==> src/rtl/hazard_stall_ctrl_pkg.sv <==
// Shared types and constants for the hazard/stall sequencing controller.
package hazard_stall_ctrl_pkg;

  typedef enum logic [1:0] {
    IDLE     = 2'b00,
    MUL_WAIT = 2'b01,
    DIV_WAIT = 2'b10
  } state_e;

  localparam int         MUL_LAT_DEFAULT = 3;
  localparam logic [4:0] REG_X0          = 5'd0;

endpackage

==> src/rtl/hazard_stall_ctrl_load_use.sv <==
// Combinational load-use hazard detector: a load in EX feeding a source read by ID.
module load_use_detect
  import hazard_stall_ctrl_pkg::*;
(
  input  logic [4:0] id_rs1_i,
  input  logic [4:0] id_rs2_i,
  input  logic       id_uses_rs1_i,
  input  logic       id_uses_rs2_i,
  input  logic [4:0] id_ex_rd_i,
  input  logic       id_ex_mem_read_i,
  input  logic       ex_valid_i,
  output logic       luh_o
);

  logic rs1_hit;
  logic rs2_hit;

  assign rs1_hit = id_uses_rs1_i && (id_rs1_i == id_ex_rd_i);
  assign rs2_hit = id_uses_rs2_i && (id_rs2_i == id_ex_rd_i);

  // x0 never carries a real dependency, so a load targeting it cannot stall.
  assign luh_o = id_ex_mem_read_i && ex_valid_i && (id_ex_rd_i != REG_X0) && (rs1_hit || rs2_hit);

endmodule

==> src/rtl/hazard_stall_ctrl.sv <==
// Pipeline sequencing controller: load-use bubbles, multi-cycle MUL/DIV holds in EX,
// flush handling and a saturating stall-cycle performance counter.
module hazard_stall_ctrl
  import hazard_stall_ctrl_pkg::*;
#(
  parameter int MUL_LAT = MUL_LAT_DEFAULT,
  parameter int CNT_W   = 32
) (
  input  logic             clk,
  input  logic             rst,
  input  logic [4:0]       id_rs1,
  input  logic [4:0]       id_rs2,
  input  logic             id_uses_rs1,
  input  logic             id_uses_rs2,
  input  logic [4:0]       id_ex_rd,
  input  logic             id_ex_mem_read,
  input  logic             ex_valid,
  input  logic             ex_is_mul,
  input  logic             ex_is_div,
  input  logic             div_done,
  input  logic             ex_flush,
  output logic             pc_write,
  output logic             if_id_write,
  output logic             id_ex_write,
  output logic             id_ex_bubble,
  output logic             ex_mem_bubble,
  output logic             div_start,
  output logic             div_abort,
  output logic             busy,
  output logic [CNT_W-1:0] stall_cycles
);

  localparam int CW = (MUL_LAT > 2) ? $clog2(MUL_LAT - 1) : 1;

  state_e           state_q, state_d;
  logic [CW-1:0]    mul_cnt_q, mul_cnt_d;
  logic [CNT_W-1:0] stall_q, stall_d;

  logic luh;
  logic freeze;
  logic lu_stall;
  logic start_int;
  logic abort_int;
  logic pc_write_int;

  load_use_detect u_load_use (
    .id_rs1_i        (id_rs1),
    .id_rs2_i        (id_rs2),
    .id_uses_rs1_i   (id_uses_rs1),
    .id_uses_rs2_i   (id_uses_rs2),
    .id_ex_rd_i      (id_ex_rd),
    .id_ex_mem_read_i(id_ex_mem_read),
    .ex_valid_i      (ex_valid),
    .luh_o           (luh)
  );

  // Load-use is only honoured in IDLE without a launch: a frozen ID/EX already holds the consumer.
  always_comb begin
    state_d   = state_q;
    mul_cnt_d = mul_cnt_q;
    freeze    = 1'b0;
    lu_stall  = 1'b0;
    start_int = 1'b0;
    abort_int = 1'b0;
    case (state_q)
      IDLE: begin
        if (ex_valid && ex_is_mul && !ex_flush) begin
          freeze    = 1'b1;
          state_d   = MUL_WAIT;
          mul_cnt_d = CW'(MUL_LAT - 2);
        end else if (ex_valid && ex_is_div && !ex_flush) begin
          freeze    = 1'b1;
          start_int = 1'b1;
          state_d   = DIV_WAIT;
        end else begin
          lu_stall = luh;
        end
      end
      MUL_WAIT: begin
        if (ex_flush) begin
          state_d = IDLE;
        end else if (mul_cnt_q != '0) begin
          freeze    = 1'b1;
          mul_cnt_d = mul_cnt_q - CW'(1);
        end else begin
          state_d = IDLE;
        end
      end
      DIV_WAIT: begin
        if (ex_flush) begin
          abort_int = 1'b1;
          state_d   = IDLE;
        end else if (div_done) begin
          state_d = IDLE;
        end else begin
          freeze = 1'b1;
        end
      end
      default: state_d = IDLE;
    endcase
  end

  assign pc_write_int = !(freeze || lu_stall);

  assign stall_d = (!pc_write_int && (stall_q != '1)) ? stall_q + CNT_W'(1) : stall_q;

  // Outputs are forced to their idle values while reset is held, independent of inputs.
  assign pc_write      = !rst || pc_write_int;
  assign if_id_write   = !rst || pc_write_int;
  assign id_ex_write   = !rst || !freeze;
  assign id_ex_bubble  = rst && lu_stall;
  assign ex_mem_bubble = rst && freeze;
  assign div_start     = rst && start_int;
  assign div_abort     = rst && abort_int;
  assign busy          = rst && (state_q != IDLE);
  assign stall_cycles  = stall_q;

  always_ff @(posedge clk or negedge rst) begin
    if (!rst) begin
      state_q   <= IDLE;
      mul_cnt_q <= '0;
      stall_q   <= '0;
    end else begin
      state_q   <= state_d;
      mul_cnt_q <= mul_cnt_d;
      stall_q   <= stall_d;
    end
  end

endmodule

==> config.mk <==
export PLATFORM = sky130hd
export DESIGN_NAME = hazard_stall_ctrl
export DESIGN_NICKNAME = d
export VERILOG_FILES = /design/src/rtl/hazard_stall_ctrl_pkg.sv /design/src/rtl/hazard_stall_ctrl_load_use.sv /design/src/rtl/hazard_stall_ctrl.sv
export SDC_FILE = /design/constraint.sdc
export NUM_CORES = 1
export LEC_CHECK = 0
export BUFFER_PORTS_ARGS = -buffer_cell sky130_fd_sc_hd__buf_2
export CORE_MARGIN = 1
export CORE_UTILIZATION = 50
export CTS_CLUSTER_SIZE = 20
export DETAILED_ROUTE_END_ITERATION = 6
export PLACE_DENSITY_LB_ADDON = 0.08
export SLEW_MARGIN = 40
export SYNTH_ARGS = -nofsm -noshare
export SYNTH_HDL_FRONTEND = slang
export SYNTH_SLANG_ARGS = --single-unit
==> constraint.sdc <==
create_clock -name clk -period 2.25 [get_ports clk]
set_input_delay 0.3375 -clock clk [delete_from_list [all_inputs] [get_ports clk]]
set_output_delay 0.3375 -clock clk [all_outputs]
set_load 0.02 [all_outputs]
Word level (Yosys, flattened, before mapping)
Cells that the tools add are included.
{ "totals": {"reg_bits": 35, "output_inout_bits": 40} }
{ "classes": {"eq_ne": 10, "n_mux": 25, "reduce_logical": 29, "n_addsub": 2} }
{ "op_table": {"columns": ["op", "count"], "rows": [
  ["$add 32x1->32 const B", 1],
  ["$ne 32x32->1 const B", 1],
  ["$mux 1", 16],
  ["$logic_and 1x1->1", 15],
  ["$mux 2", 6],
  ["$eq 5x5->1", 2],
  ["$ne 3x3->1 const B", 3],
  ["$pmux 2 s3", 1],
  ["$reduce_and 3->1", 2],
  ["$reduce_bool 5->1", 1],
  ["$logic_not 1->1", 4],
  ["$logic_or 1x1->1", 4],
  ["$ne 2x2->1 const B", 2],
  ["$reduce_bool 2->1", 2],
  ["$pmux 1 s3", 1],
  ["$eq 2x1->1 const B", 1],
  ["$eq 2x2->1 const B", 1],
  ["$logic_not 2->1", 1],
  ["$pmux 1 s2", 1],
  ["$sub 1x1->1 const B", 1]
]} }

Longest topological paths before layout
{ "depth": {"word_depth": 10, "depth_mapped": 9, "mapped_depth_nobuf": 7} }

Hierarchy
A second synthesis with hierarchy kept.
{ "hier_totals": {"cells_unflattened": 196, "area_unflattened_um2": 1990.7} }
{ "modules_own_cells": {"columns": ["mod", "area_each_um2", "cells_each", "seq_area_each_um2", "n_inst"], "rows": [
  ["hazard_stall_ctrl", 1855.5, 179, 875.8, 1],
  ["load_use_detect", 135.1, 17, 0.0, 1]
]} }

Worst setup path after synthesis
OpenSTA, ideal clock, no wires.
{ "synth_timing": {"kind": "register -> register", "start": "register stall_q[4], in the netlist stall_cycles[4]", "end": "register stall_q[21], in the netlist stall_cycles[21]", "synth_period_minus_slack_ps": 2059, "setup_ps": 130, "path_stages_with_launch": 9, "arrival_time_ps": 1929, "slack_ps": 191, "cell_sequence": "dfrtp_1 > and4_4 > and4_4 > nand3_4 > o41a_1 > buf_6 > buf_8 > nand4_1 > xnor2_1"} }
{ "synth_between": {"elab_chain_len": 2, "elab_cells_between_ends": 3, "cone_classes": "add/sub: 1; eq/ne: 1; reduce/logical: 1"} }
{ "synth_rtl": {"columns": ["item", "line_no", "text"], "rows": [
  ["from (decl)", "hazard_stall_ctrl.sv:37", "logic [CNT_W-1:0] stall_q, stall_d;"],
  ["from (signal assigned)", "hazard_stall_ctrl.sv:126", "stall_q <= stall_d;"],
  ["parallel branches: the longest is 2 deep, another holds $add 32x1->32", null, null]
]} }
Parallel ways; which one is timed is not known.
A chain may end at the register's enable or synchronous reset.

Worst setup path in the final report
{ "layout_timing": {"start": "register state_q[0]", "end": "output pc_write"} }
{ "layout_between": {"elab_chain_len": 5, "elab_cells_between_ends": 8, "cone_classes": "eq/ne: 2; mux: 2; reduce/logical: 4"} }
{ "layout_rtl": {"columns": ["item", "line_no", "text"], "rows": [
  ["from (decl)", "hazard_stall_ctrl.sv:35", "state_e state_q, state_d;"],
  ["from (signal assigned)", "hazard_stall_ctrl.sv:124", "state_q <= state_d;"],
  ["$eq 2x2->1, or another cell as far along", "hazard_stall_ctrl.sv:65", "case (state_q)"],
  ["$pmux 1 s3 / $mux 1 (equally long branches)", "hazard_stall_ctrl.sv:65", null],
  ["$logic_or 1x1->1 (*)", "hazard_stall_ctrl.sv:103", "assign pc_write_int = !(freeze || lu_stall);"],
  ["$logic_not 1->1 (*)", "hazard_stall_ctrl.sv:103", null],
  ["$logic_or 1x1->1 (*)", "hazard_stall_ctrl.sv:108", "assign pc_write = !rst || pc_write_int;"],
  ["to (decl)", "hazard_stall_ctrl.sv:22", "output logic pc_write,"]
]} }
Mark *: on every way between the ends. The rest lies on a longest branch, timed or not.

==> flow_summary.ini <==
[clocking]
root_buffer = clkbuf_8
numCtsBuffers = 5
cts_tree = done
clk_pin_slew_ns = 0.06
clock_latency_ns = 0.28
htreeDepth = 2
cts_num_sinks = 35
clk_path_buf_depth = 2

[setup_path]
arrival_ns = 1.79
worst_ep_required_time_ns = 1.91
cp-start-kind = register
worstPathMaxFanout = 4
cp-end-kind = output pin
path_class = reg2out

[hold_path]
min_path_type = in2reg

[floorplan]
die_w_um = 63.5
row_count = 21
coreArea_mm2 = 0.00347
boundaryPins = 65
initial_core_util = 0.545
dieArea_mm2 = 0.00403
dieHeight_um = 63.5

[yosys]
synth_area_leaders = dfrtp_1 (46%), xnor2_1 (17%), nand4_1 (4.6%)
synth_nets = 204
yosys.area.top_type = dfrtp_1
synth_common_cells = xnor2_1 (37), dfrtp_1 (35), nand2_1 (16)
ys_seq_elements = 35
yosysMostFrequentCell = xnor2_1
yosysUniqueCellTypes = 35
synth_edf_count = 0
ys_seq_area_frac = 0.463
synthArstFlopShare = 1.00
synth.top_cell.area_share = 0.463
synth_area_mm2 = 0.00189
ys.flop_type = dfrtp_1
yosys_warnings = 0
synth_area_per_cell_um2 = 10.6
syn-instance-count = 178

[place]
dpl.hpwl_um = 3050
io_buffers = 64
gp_congestion = 0.827

[sta]
finalHoldViolations = 0
slew_headroom = 0.725
fmaxAchievable_mhz = 471
skew_ns = 0.0127
period_share = 0.944
period_minus_slack_ns = 2.12
report.final.slew_viol_count = 0
setup-tns-final_ns = 0
worst_slew_pin_slew_ns = 0.413
finalSetupViolCount = 0
rsz0062_at_grt = no

[detailed_routing]
wl_um = 4040
first_pass_iters = 4
drt_iter0_drc = 55
viasPerCell = 5.30
drc = 0
vias = 1569
ant_nets = 0
drt-wirelength-per-cell_um = 13.7

[power_and_ir_drop]
ir_worst_vdd_v = 0.000514
p_leak_nw = 1.16
power_density_mw_per_mm2 = 632

[final_layout]
area_growth_pct = 25.4
drive_above_1_share = 0.360
final_util = 0.684
final_nets = 275
diodes = 0

[grt]
grt_max_degree = 23
grt_pass1_wl_um = 6810
antenna_found_initial = 0
grtUsageTotal = 0.215
grt-ovfl-total = 0
grt_pass1_vias = 1566

[flow_run]
drv_cap = 0

[status]
status = finished, final reports clean
[layout by cell type, fill, tap and decap left out, types with 3 or more instances in the layout]
cell type,synthesis,routed
and3_1,12,12
nand2_1,16,16
xor2_1,3,3
a21oi_1,5,5
dfrtp_1,35,34
xnor2_1,37,37
nand4_1,14,14
clkbuf_8,0,5
buf_2,2,64
nor3_1,6,6
nor2_1,6,6
nand3_1,5,5
buf_4,1,4
nand3_2,6,6
[critical path, cell delays in order, from the launching register on]
cell,delay (ns)
dfrtp_1,0.42
or3b_1,0.43
a31oi_2,0.22
a21o_1,0.17
nand2_1,0.09
buf_2,0.19
[cell families (layout without fill, tap and decap cells)]
family / Yosys count / count (layout) / share of synthesized area
and+or+nand+nor: 80 / 80 / 0.263
xor gates and xnor gates: 40 / 40 / 0.185
DFF: 35 / 35 / 0.463
AOI/OAI and AO/OA: 13 / 13 / 0.0437
buffers and inverters: 8 / 80 / 0.0331
adders and majority gates: 1 / 1 / 0.00661
muxes: 1 / 1 / 0.00595
[routing by layer]
metal	track usage	vias to the layer above	part of all wire
li1	-	770	-
met1	0.251	749	0.43
met2	0.388	46	0.51
met3	0.0453	4	0.050
met4	0.0682	0	0.0091
met5	0	-	0
[final cells by class]
cell class	count	area, um^2
Fill cell	288	1100
Inverter	2	7.51
Tap cell	46	57.6
Sequential cell	35	877
Timing Repair Buffer	70	380
Multi-Input combinational cell	135	965
Clock buffer	6	72.6
Clock inverter	2	12.5
[stage by stage]
step / setup slack, ns / instance area (um^2) / hold slack [ns] / std cells / power (mW)
after floorplan: 0.191 / 1890 / 0.0419 / 178 / 0.949
after global placement: 0.166 / 2260 / 0.277 / 287 / 1.06
after detailed placement: 0.104 / 2260 / 0.286 / 287 / 1.08
after CTS: 0.0624 / 2360 / 0.309 / 296 / 1.51
after global routing: 0.0102 / 2370 / 0.323 / 296 / 1.59
final: 0.125 / 2370 / 0.328 / 296 / 1.50
[registers in the layout, indices dropped and copies added, names as in the netlist]
register / cells
mul_cnt_q: 1
stall_cycles: 32
state_q: 2
[power by group]
group	leakage (nW)	switching, mW	internal, mW
Sequential	0.470	0.0639	0.682
Combinational	0.654	0.186	0.136
Clock	0.0412	0.216	0.216
Total	1.16	0.466	1.03
[final timing paths]
kind                                    end  depth (start not counted)        startpoint  slack, ns
max                                pc_write                          5        state_q[0]       0.13
min in group asynchronous   stall_cycles[7]                          2               rst       0.54
min reg2reg                stall_cycles[26]                          1  stall_cycles[26]       0.49
max reg2reg                 stall_cycles[1]                          6        state_q[0]       0.14
min                              state_q[0]                          2          ex_flush       0.33
max in group asynchronous  stall_cycles[21]                          3               rst       1.10
[timing repair]
action	4_1_cts	5_1_grt
endpoints found under the hold margin	13	0
hold buffers	1	0
setup buffers	0	0
resized for setup	0	3
endpoints found under the setup margin	0	30
Power figures use the tool's default switching activity.
